**config.mk**
```make
export PLATFORM = sky130hd
export DESIGN_NAME = commit_stage
export DESIGN_NICKNAME = d
export VERILOG_FILES = /design/src/rtl/commit_stage_pkg.sv /design/src/rtl/commit_stage_store_ctrl.sv /design/src/rtl/commit_stage.sv
export SDC_FILE = /design/constraint.sdc
export NUM_CORES = 1
export LEC_CHECK = 0
export ABC_AREA = 1
export ABC_CLOCK_PERIOD_IN_PS = 3800
export CAP_MARGIN = 10
export CORE_ASPECT_RATIO = 0.6
export CORE_MARGIN = 4
export CORE_UTILIZATION = 40
export CTS_CLUSTER_SIZE = 20
export DETAILED_ROUTE_END_ITERATION = 6
export PLACE_DENSITY = 0.84
export SYNTH_ARGS = -nofsm -noshare
export SYNTH_HDL_FRONTEND = slang
export SYNTH_SLANG_ARGS = --single-unit
```
**constraint.sdc**
```tcl
create_clock -name clock -period 3.8 [get_ports clock]
set_input_delay 0.38 -clock clock [delete_from_list [all_inputs] [get_ports clock]]
set_output_delay 0.38 -clock clock [all_outputs]
set_load 0.02 [all_outputs]
```
**src/rtl/commit_stage_pkg.sv**
```systemverilog
// Shared types and ISA-level macros for the commit stage.
// Optional build macro: COMMIT_PERF_CNT_EN (stall/squash counters).
`ifndef XLEN
`define XLEN 32
`endif
`ifndef ROB_TAG_LEN
`define ROB_TAG_LEN 5
`endif
`ifndef ZERO_REG
`define ZERO_REG 5'd0
`endif

package commit_stage_pkg;

  typedef enum logic [1:0] {
    IDLE,
    STORE_WAIT,
    HALTED
  } COMMIT_STATE;

  typedef struct packed {
    logic              wb_reg_wr_en_out;
    logic [4:0]        wb_reg_wr_idx_out;
    logic [`XLEN-1:0]  wb_reg_wr_data_out;
  } COMMIT_PACKET;

endpackage

```
**src/rtl/commit_stage_store_ctrl.sv**
```systemverilog
// Store latch and req/ack handshake for the commit stage.
// Latched values stay stable while the request is pending.
module commit_store_ctrl (
  input  logic             clock,
  input  logic             reset,
  input  logic             start,
  input  logic             active,
  input  logic             ack,
  input  logic [`XLEN-1:0] st_addr,
  input  logic [`XLEN-1:0] st_data,
  input  logic [2:0]       st_size,
  output logic             req,
  output logic [`XLEN-1:0] mem_addr,
  output logic [`XLEN-1:0] mem_data,
  output logic [2:0]       mem_size,
  output logic             done
);

  logic [`XLEN-1:0] addr_q;
  logic [`XLEN-1:0] data_q;
  logic [2:0]       size_q;

  always_ff @(posedge clock) begin
    if (reset) begin
      addr_q <= '0;
      data_q <= '0;
      size_q <= '0;
    end else if (start) begin
      addr_q <= st_addr;
      data_q <= st_data;
      size_q <= st_size;
    end
  end

  // active already excludes the reset cycle
  assign req      = active;
  assign done     = active && ack;
  assign mem_addr = active ? addr_q : '0;
  assign mem_data = active ? data_q : '0;
  assign mem_size = active ? size_q : '0;

endmodule

```
**src/rtl/commit_stage.sv**
```systemverilog
// In-order retirement at the ROB head: regfile write, maptable clear,
// stores, squash/redirect, halt. Optional: COMMIT_PERF_CNT_EN.
module commit_stage
  import commit_stage_pkg::*;
#(
  parameter int CNT_WIDTH = 32
) (
  input  logic                    clock,
  input  logic                    reset,
  input  logic                    head_valid,
  input  logic                    head_ready,
  input  logic [`ROB_TAG_LEN-1:0] head_tag,
  input  logic [4:0]              head_dest_reg_idx,
  input  logic [`XLEN-1:0]        head_value,
  input  logic                    head_wr_mem,
  input  logic [`XLEN-1:0]        head_store_addr,
  input  logic [`XLEN-1:0]        head_store_data,
  input  logic [2:0]              head_mem_size,
  input  logic                    head_mispredict,
  input  logic [`XLEN-1:0]        head_target_pc,
  input  logic                    head_halt,
  input  logic                    head_illegal,
  input  logic                    commit_mem_ack,
  output logic                    rob_retire,
  output logic                    wb_reg_wr_en_out,
  output logic [4:0]              wb_reg_wr_idx_out,
  output logic [`XLEN-1:0]        wb_reg_wr_data_out,
  output logic                    maptable_clear_en,
  output logic [4:0]              maptable_clear_idx,
  output logic [`ROB_TAG_LEN-1:0] maptable_clear_tag,
  output logic                    commit_mem_req,
  output logic [`XLEN-1:0]        commit_mem_addr,
  output logic [`XLEN-1:0]        commit_mem_data,
  output logic [2:0]              commit_mem_size,
  output logic                    squash_out,
  output logic [`XLEN-1:0]        redirect_pc,
  output logic                    halt_out,
  output logic                    illegal_out,
  output logic [CNT_WIDTH-1:0]    retired_count
`ifdef COMMIT_PERF_CNT_EN
  ,
  output logic [CNT_WIDTH-1:0]    stall_cycles,
  output logic [CNT_WIDTH-1:0]    squash_count
`endif
);

  COMMIT_STATE          state;
  COMMIT_PACKET         pkt;
  logic [CNT_WIDTH-1:0] cnt_q;
  logic                 halt_q;
  logic                 ill_q;
  logic                 in_idle;
  logic                 in_wait;
  logic                 head_go;
  logic                 stop;
  logic                 ord_go;
  logic                 st_go;
  logic                 hlt_go;
  logic                 st_done;

  assign in_idle = !reset && (state == IDLE);
  assign in_wait = !reset && (state == STORE_WAIT);
  assign head_go = head_valid && head_ready;
  assign stop    = head_halt || head_illegal;
  assign hlt_go  = in_idle && head_go && stop;
  assign st_go   = in_idle && head_go && !stop && head_wr_mem;
  assign ord_go  = in_idle && head_go && !stop && !head_wr_mem;

  always_comb begin
    pkt = '0;
    if (ord_go && (head_dest_reg_idx != `ZERO_REG)) begin
      pkt.wb_reg_wr_en_out   = 1'b1;
      pkt.wb_reg_wr_idx_out  = head_dest_reg_idx;
      pkt.wb_reg_wr_data_out = head_value;
    end
  end

  assign wb_reg_wr_en_out   = pkt.wb_reg_wr_en_out;
  assign wb_reg_wr_idx_out  = pkt.wb_reg_wr_idx_out;
  assign wb_reg_wr_data_out = pkt.wb_reg_wr_data_out;

  assign maptable_clear_en  = pkt.wb_reg_wr_en_out;
  assign maptable_clear_idx = pkt.wb_reg_wr_idx_out;
  assign maptable_clear_tag =
    pkt.wb_reg_wr_en_out ? head_tag : '0;

  // link write still happens on a mispredicted jump
  assign squash_out  = ord_go && head_mispredict;
  assign redirect_pc = squash_out ? head_target_pc : '0;

  assign rob_retire    = ord_go || hlt_go || st_done;
  assign halt_out      = halt_q && !reset;
  assign illegal_out   = ill_q && !reset;
  assign retired_count = reset ? '0 : cnt_q;

  commit_store_ctrl u_store (
    .clock    (clock),
    .reset    (reset),
    .start    (st_go),
    .active   (in_wait),
    .ack      (commit_mem_ack),
    .st_addr  (head_store_addr),
    .st_data  (head_store_data),
    .st_size  (head_mem_size),
    .req      (commit_mem_req),
    .mem_addr (commit_mem_addr),
    .mem_data (commit_mem_data),
    .mem_size (commit_mem_size),
    .done     (st_done)
  );

  always_ff @(posedge clock) begin
    if (reset) begin
      state  <= IDLE;
      cnt_q  <= '0;
      halt_q <= 1'b0;
      ill_q  <= 1'b0;
    end else begin
      if (rob_retire)
        cnt_q <= cnt_q + 1'b1;
      unique case (state)
        IDLE: begin
          if (hlt_go) begin
            state  <= HALTED;
            halt_q <= 1'b1;
            ill_q  <= head_illegal;
          end else if (st_go) begin
            state <= STORE_WAIT;
          end
        end
        STORE_WAIT: begin
          if (st_done)
            state <= IDLE;
        end
        HALTED: state <= HALTED;
        default: state <= IDLE;
      endcase
    end
  end

`ifdef COMMIT_PERF_CNT_EN
  logic [CNT_WIDTH-1:0] stall_q;
  logic [CNT_WIDTH-1:0] squash_q;

  always_ff @(posedge clock) begin
    if (reset) begin
      stall_q  <= '0;
      squash_q <= '0;
    end else begin
      if ((in_idle || in_wait) && head_valid && !rob_retire)
        stall_q <= stall_q + 1'b1;
      if (squash_out)
        squash_q <= squash_q + 1'b1;
    end
  end

  assign stall_cycles = reset ? '0 : stall_q;
  assign squash_count = reset ? '0 : squash_q;
`endif

endmodule

```
==> results of run 1 <==
-- cell families after synthesis --
kind of cell | synth area share
adders and majority gates | 0.00219
xor gates and xnor gates | 0.0123
DFF | 0.361
AOI/OAI and AO/OA | 0.144
and+or+nand+nor | 0.292
buffers and inverters | 0.188
-- where the power goes --
group	switching [mW]	total, mW	internal, mW	leakage [nW]
registers	0.00448	1.09	1.09	0.831
logic	0.128	0.298	0.170	2.63
clock network	0.461	0.946	0.486	0.151
total	0.593	2.34	1.75	3.61
-- cell usage after synthesis --
master and number:
nor2_1 218, inv_1 202, dfxtp_1 103, nand2_1 94, a21oi_1 89, o21ai_0 72, nand3_1 32, clkbuf_1 19
buf_2 13, nand4_1 12, buf_4 10, nor3_1 8, xor2_1 8, buf_6 7, buf_1 5, nor2_2 5
nor2_4 3, inv_2 2, nand2_2 2, nand3_2 2, nand3_4 2, nor3_2 2, nor3_4 2, a211oi_1 1
ha_1 1, nand2_4 1, nor2_8 1, o21ai_2 1
-- flip-flops by register name, summed over array words and instances, names as in the netlist --
register and count:
cnt_q 32, u_store.addr_q 32, u_store.data_q 32, u_store.size_q 3
state 2, halt_q 1, ill_q 1
-- layout by cell type (no fill, tap or decap), drive strengths merged --
cell type      count
xor2               8
inv              209
nor2             227
a21oi             89
nand3             36
clkinv             1
nand2             97
o21ai             73
a211oi             1
dfxtp            103
nor3              12
buf               10
ha                 1
nand4             12
clkbuf            10
clkdlybuf4s50    333
-- routing by layer --
metal / wire length, um / track usage / up-vias
met3: 2910 / 0.124 / 54
met2: 10700 / 0.449 / 335
met4: 713 / 0.0897 / 10
met5: 55 / 0 / -
met1: 10300 / 0.369 / 3050
li1: - / - / 3351
-- worst paths after layout --
check	start	slack [ns]	endpoint	cells past startpoint
min	reset	0.41	cnt_q[9]$_SDFFE_PP0P_	2
min reg2reg	u_store.addr_q[13]$_SDFFE_PP0P_	0.46	u_store.addr_q[13]$_SDFFE_PP0P_	2
max reg2reg	state[1]$_SDFFE_PP0P_	1.86	u_store.addr_q[20]$_SDFFE_PP0P_	7
max	head_valid	0.60	wb_reg_wr_idx_out[2]	9
-- per-stage QoR --
stage	area [um2]	utilization	power (mW)
floorplan	5700	-	1.22
global placement	9050	0.657	1.41
detailed placement	9050	0.657	1.42
CTS	9360	0.679	2.36
global route	9360	0.679	2.42
finish	9360	0.679	2.34
-- layout make-up --
cell class	count	area (um2)
Sequential cell	103	2060
Clock inverter	6	65.1
Clock buffer	10	239
Tap cell	192	240
Inverter	204	766
Timing Repair Buffer	343	3420
Multi-Input combinational cell	556	2570
Fill cell	1220	4430
==> metrics, run 1 <==
TNS Setup 0 ns; Iter 0 DRT Violations 412; nature of the critical path endpoint output port; final net count 1368; Clock Tree Root clkbuf_16; gr usage total 0.290; Clock Latency Late Sink 0.35 ns; H-Tree Depth 3; Worst-Margin Slew 0.806 ns; DP HPWL 20000 um; f_max 0.313 GHz; WP buf/inv 3; Fin. Hold Viols 0; Port Buffers 334; worst stage delay on the critical path 0.68 ns; Final Setup Violations 0; Synth area leaders dfxtp_1 36%, nor2_1 14%, inv_1 13%, a21oi_1 7.8%, o21ai_0 6.3%; share of layout cells above drive strength 1 0.0409; I/O pins 335; Max-slew headroom 0.462; Synth cell types 28; Synth-to-Final Area Change 64.0%; first-pass GRT wire length 35900 um; ant diodes 0; Tmin final 3.20 ns; CP max FO 13; clock-pin slew on the worst setup and hold paths 0.07 ns; die area 16300 um2; Seq cells post-synth 103; Initial Util 0.414; final WL 24700 um; Yosys top cell area share 0.361; Critical Path Source Type input port; Vias/cell 4.81; register area share after synthesis 0.361; Critical Path, Cell by Cell clkdlybuf4s50_1, nand3_4, nor2_8, nand2_1, nor2_2, nand2_1, buf_4, nor2_1, clkdlybuf4s50_1; clk buf depth 2; Post-CTS Setup Inserts 0; vias in the first global route 6184; Final ANT Viol Nets 0; total of max-cap violations 0; Critical Path RT 3.42 ns; std cell rows 33; area leader, netlist dfxtp_1; CP arrival 2.82 ns; Peak VDD IR 0.000244 V; Routability Congestion 1.05; slowest CP cell clkdlybuf4s50_1; die height 101 um; First-pass DRT Iterations 6; Worst Skew 0.0186 ns; chip width 162 um; clock sinks 103; hold slack 0.412 ns; Post-Place Worst Slack 0.649 ns; PostCTS Resize Cnt 0; via count 6800; largest net degree at the start of global routing 89; period utilisation layout 0.842; status finished, final reports clean; LEAKAGE 3.61 nW; CTS tree built; cell family with most CP delay buffers and inverters; Worst Slack Setup Final 0.601 ns; grt total ovfl 0; hold bufs inserted after CTS 0; RSZ-0062 raised after global routing false; Num CTS Buffers 9; number of remaining DRC errors 0; initial antenna violation count 6; area of the mapped netlist 5700 um2; Avg Inst Size Synth 6.22 um2; synth warn 0; wire length per cell 17.4 um; dpl cells 1398; Net Count, Synth 1068; critical path class input port to output port; Finished Layout Cells 1414; core footprint 13800 um2; type of the most critical hold path input port to flop; pwr/cell area 250 nW/um2; max-slew violation count 0; Post-Synthesis Cells 917
Note: power is estimated with default switching activity, not from simulation.
==> run 2: changes to the inputs <==
- ABC_CLOCK_PERIOD_IN_PS: 3800 -> 2900
- CORE_UTILIZATION: 40 -> 35
- PLACE_DENSITY: 0.84 -> 0.78
- clock period: 3.8 -> 2.9 ns (I/O delays scaled with it)
==> run 2 against run 1 <==
Net effect: power grew 29%; routed wire length shrank 6.0%; core utilization shrank 7.7 points; first-iteration DRC count grew 3.9%; die area grew 13%; combinational power grew 29%; sequential cell count is the same; critical path depth is the same; sequential power grew 31%; critical path type unchanged; highest routed layer unchanged.
==> metrics, run 2 (synthesis gave the netlist of run 1 again) <==
multi-input logic area 2570 um2; Post-CTS Setup Inserts 0; number of remaining DRC errors 0; grt total ovfl 0; Finished Layout Cells 1428; Clock Tree Root clkbuf_16; Num CTS Buffers 9; commonest non-fill, non-tap cells in the layout 327 x clkdlybuf4s50_1, 218 x nor2_1, 201 x inv_1; CTS tree built; f_max 0.366 GHz; Critical Path RT 2.61 ns; met2 Use GR 0.393; std cell rows 35; Tmin final 2.73 ns; hold slack 0.260 ns; commonest non-fill, non-tap cell in the layout clkdlybuf4s50_1; worst stage delay on the critical path 0.62 ns; Fin. Hold Viols 0; clk buf depth 2; M1 GR Usage 0.297; CP max FO 39; Post-DP Area 9090 um2; Worst Slack Setup Final 0.169 ns; Peak VDD IR 0.000309 V; share of layout cells above drive strength 1 0.0417; total of max-cap violations 0; Port Buffers 334; via count 6628; Final ANT Viol Nets 0; nature of the critical path endpoint output port; LEAKAGE 3.73 nW; CP arrival 2.44 ns; hold bufs inserted after CTS 0; slowest CP cell clkdlybuf4s50_1; largest net degree at the start of global routing 88; core footprint 15600 um2; Final Setup Violations 0; status finished, final reports clean; Critical Path Source Type input port; Worst-Margin Slew 0.807 ns; Iter 0 DRT Violations 428; initial antenna violation count 3; Clock Latency Late Sink 0.35 ns; Routability Congestion 0.966; final WL 23200 um; gr usage total 0.238; Vias/cell 4.64; First-pass DRT Iterations 5; max-slew violation count 0; wire length per cell 16.2 um; die height 107 um; final core occ 0.602; busiest grt layer met2; clock-pin slew on the worst setup and hold paths 0.07 ns; critical path class input port to output port; Worst Skew 0.0157 ns; routing usage on met3 0.0835; vias in the first global route 6095; period utilisation layout 0.942; Max-slew headroom 0.462; clock sinks 103; final instance area 9400 um2; pwr/cell area 321 nW/um2; final net count 1370; type of the most critical hold path input port to flop; Initial Util 0.365; Top Registers cnt_q x32, u_store.addr_q x32, u_store.data_q x32; die area 18500 um2; Synth-to-Final Area Change 64.9%; first-pass GRT wire length 34600 um; Post-Place Worst Slack 0.148 ns; chip width 173 um; H-Tree Depth 3; dpl cells 1411; Critical Path, Cell by Cell clkdlybuf4s50_1, nand3_4, nor2_8, nand2_1, nor2_2, nand2_1, buf_4, nor2_1, clkdlybuf4s50_1; PostCTS Resize Cnt 0; Sequential Area 2060 um2; I/O pins 335; DP HPWL 18700 um; # fillers 1471
run 2: cell count changes in the layout (fill, tap and decap cells not counted):
cell and change:
clkdlybuf4s50_1 -6, dlymetal6s2s_1 +6, clkbuf_1 +1, buf_4 +1, clkinv_4 +1, buf_12 +1
clkbuf_8 -1, diode_2 +1, inv_8 -1
run 2: metrics by stage:
stage	total power, mW	TNS, ns
after detailed placement	1.85	0
after floorplan	1.60	0
after CTS	3.06	0
after global routing	3.14	-0.0189
after global placement	1.85	0
final	3.02	0
run 2: layout make-up:
class,count,area share
flip-flops and latches,103,0.219
diodes,1,0.000266
clock inverters,6,0.00665
inverters,204,0.0814
well taps,203,0.0270
multi-input cells,556,0.273
repair buffers,345,0.368
clock buffers,10,0.0243
run 2: routing by layer:
metal	vias to the layer above	wire length, um
met2	269	10600
met5	-	13
li1	3359	-
met4	2	557
met1	2970	9990
met3	28	2050
run 2: worst paths after layout:
kind	startpoint	cells after the start	endpoint	slack, ns
setup reg to reg	state[0]$_SDFFE_PP0P_	8	cnt_q[0]$_SDFFE_PP0P_	0.98
hold reg to reg	state[0]$_SDFFE_PP0P_	1	state[1]$_SDFFE_PP0P_	0.45
setup / recovery	head_valid	9	wb_reg_wr_data_out[2]	0.17
hold / removal	reset	2	state[0]$_SDFFE_PP0P_	0.26
run 2: critical path, delay by kind of cell:
| kind | cells | cell delay, ns |
|---|---|---|
| buf+inv | 3 | 1.40 |
| simple gates | 6 | 0.74 |
run 2: report_power, final:
part	total [mW]	switching [mW]	internal (mW)	leakage, nW
combinational	0.385	0.162	0.224	2.76
clock	1.20	0.591	0.609	0.143
sequential	1.43	0.00565	1.43	0.831
total	3.02	0.758	2.26	3.73
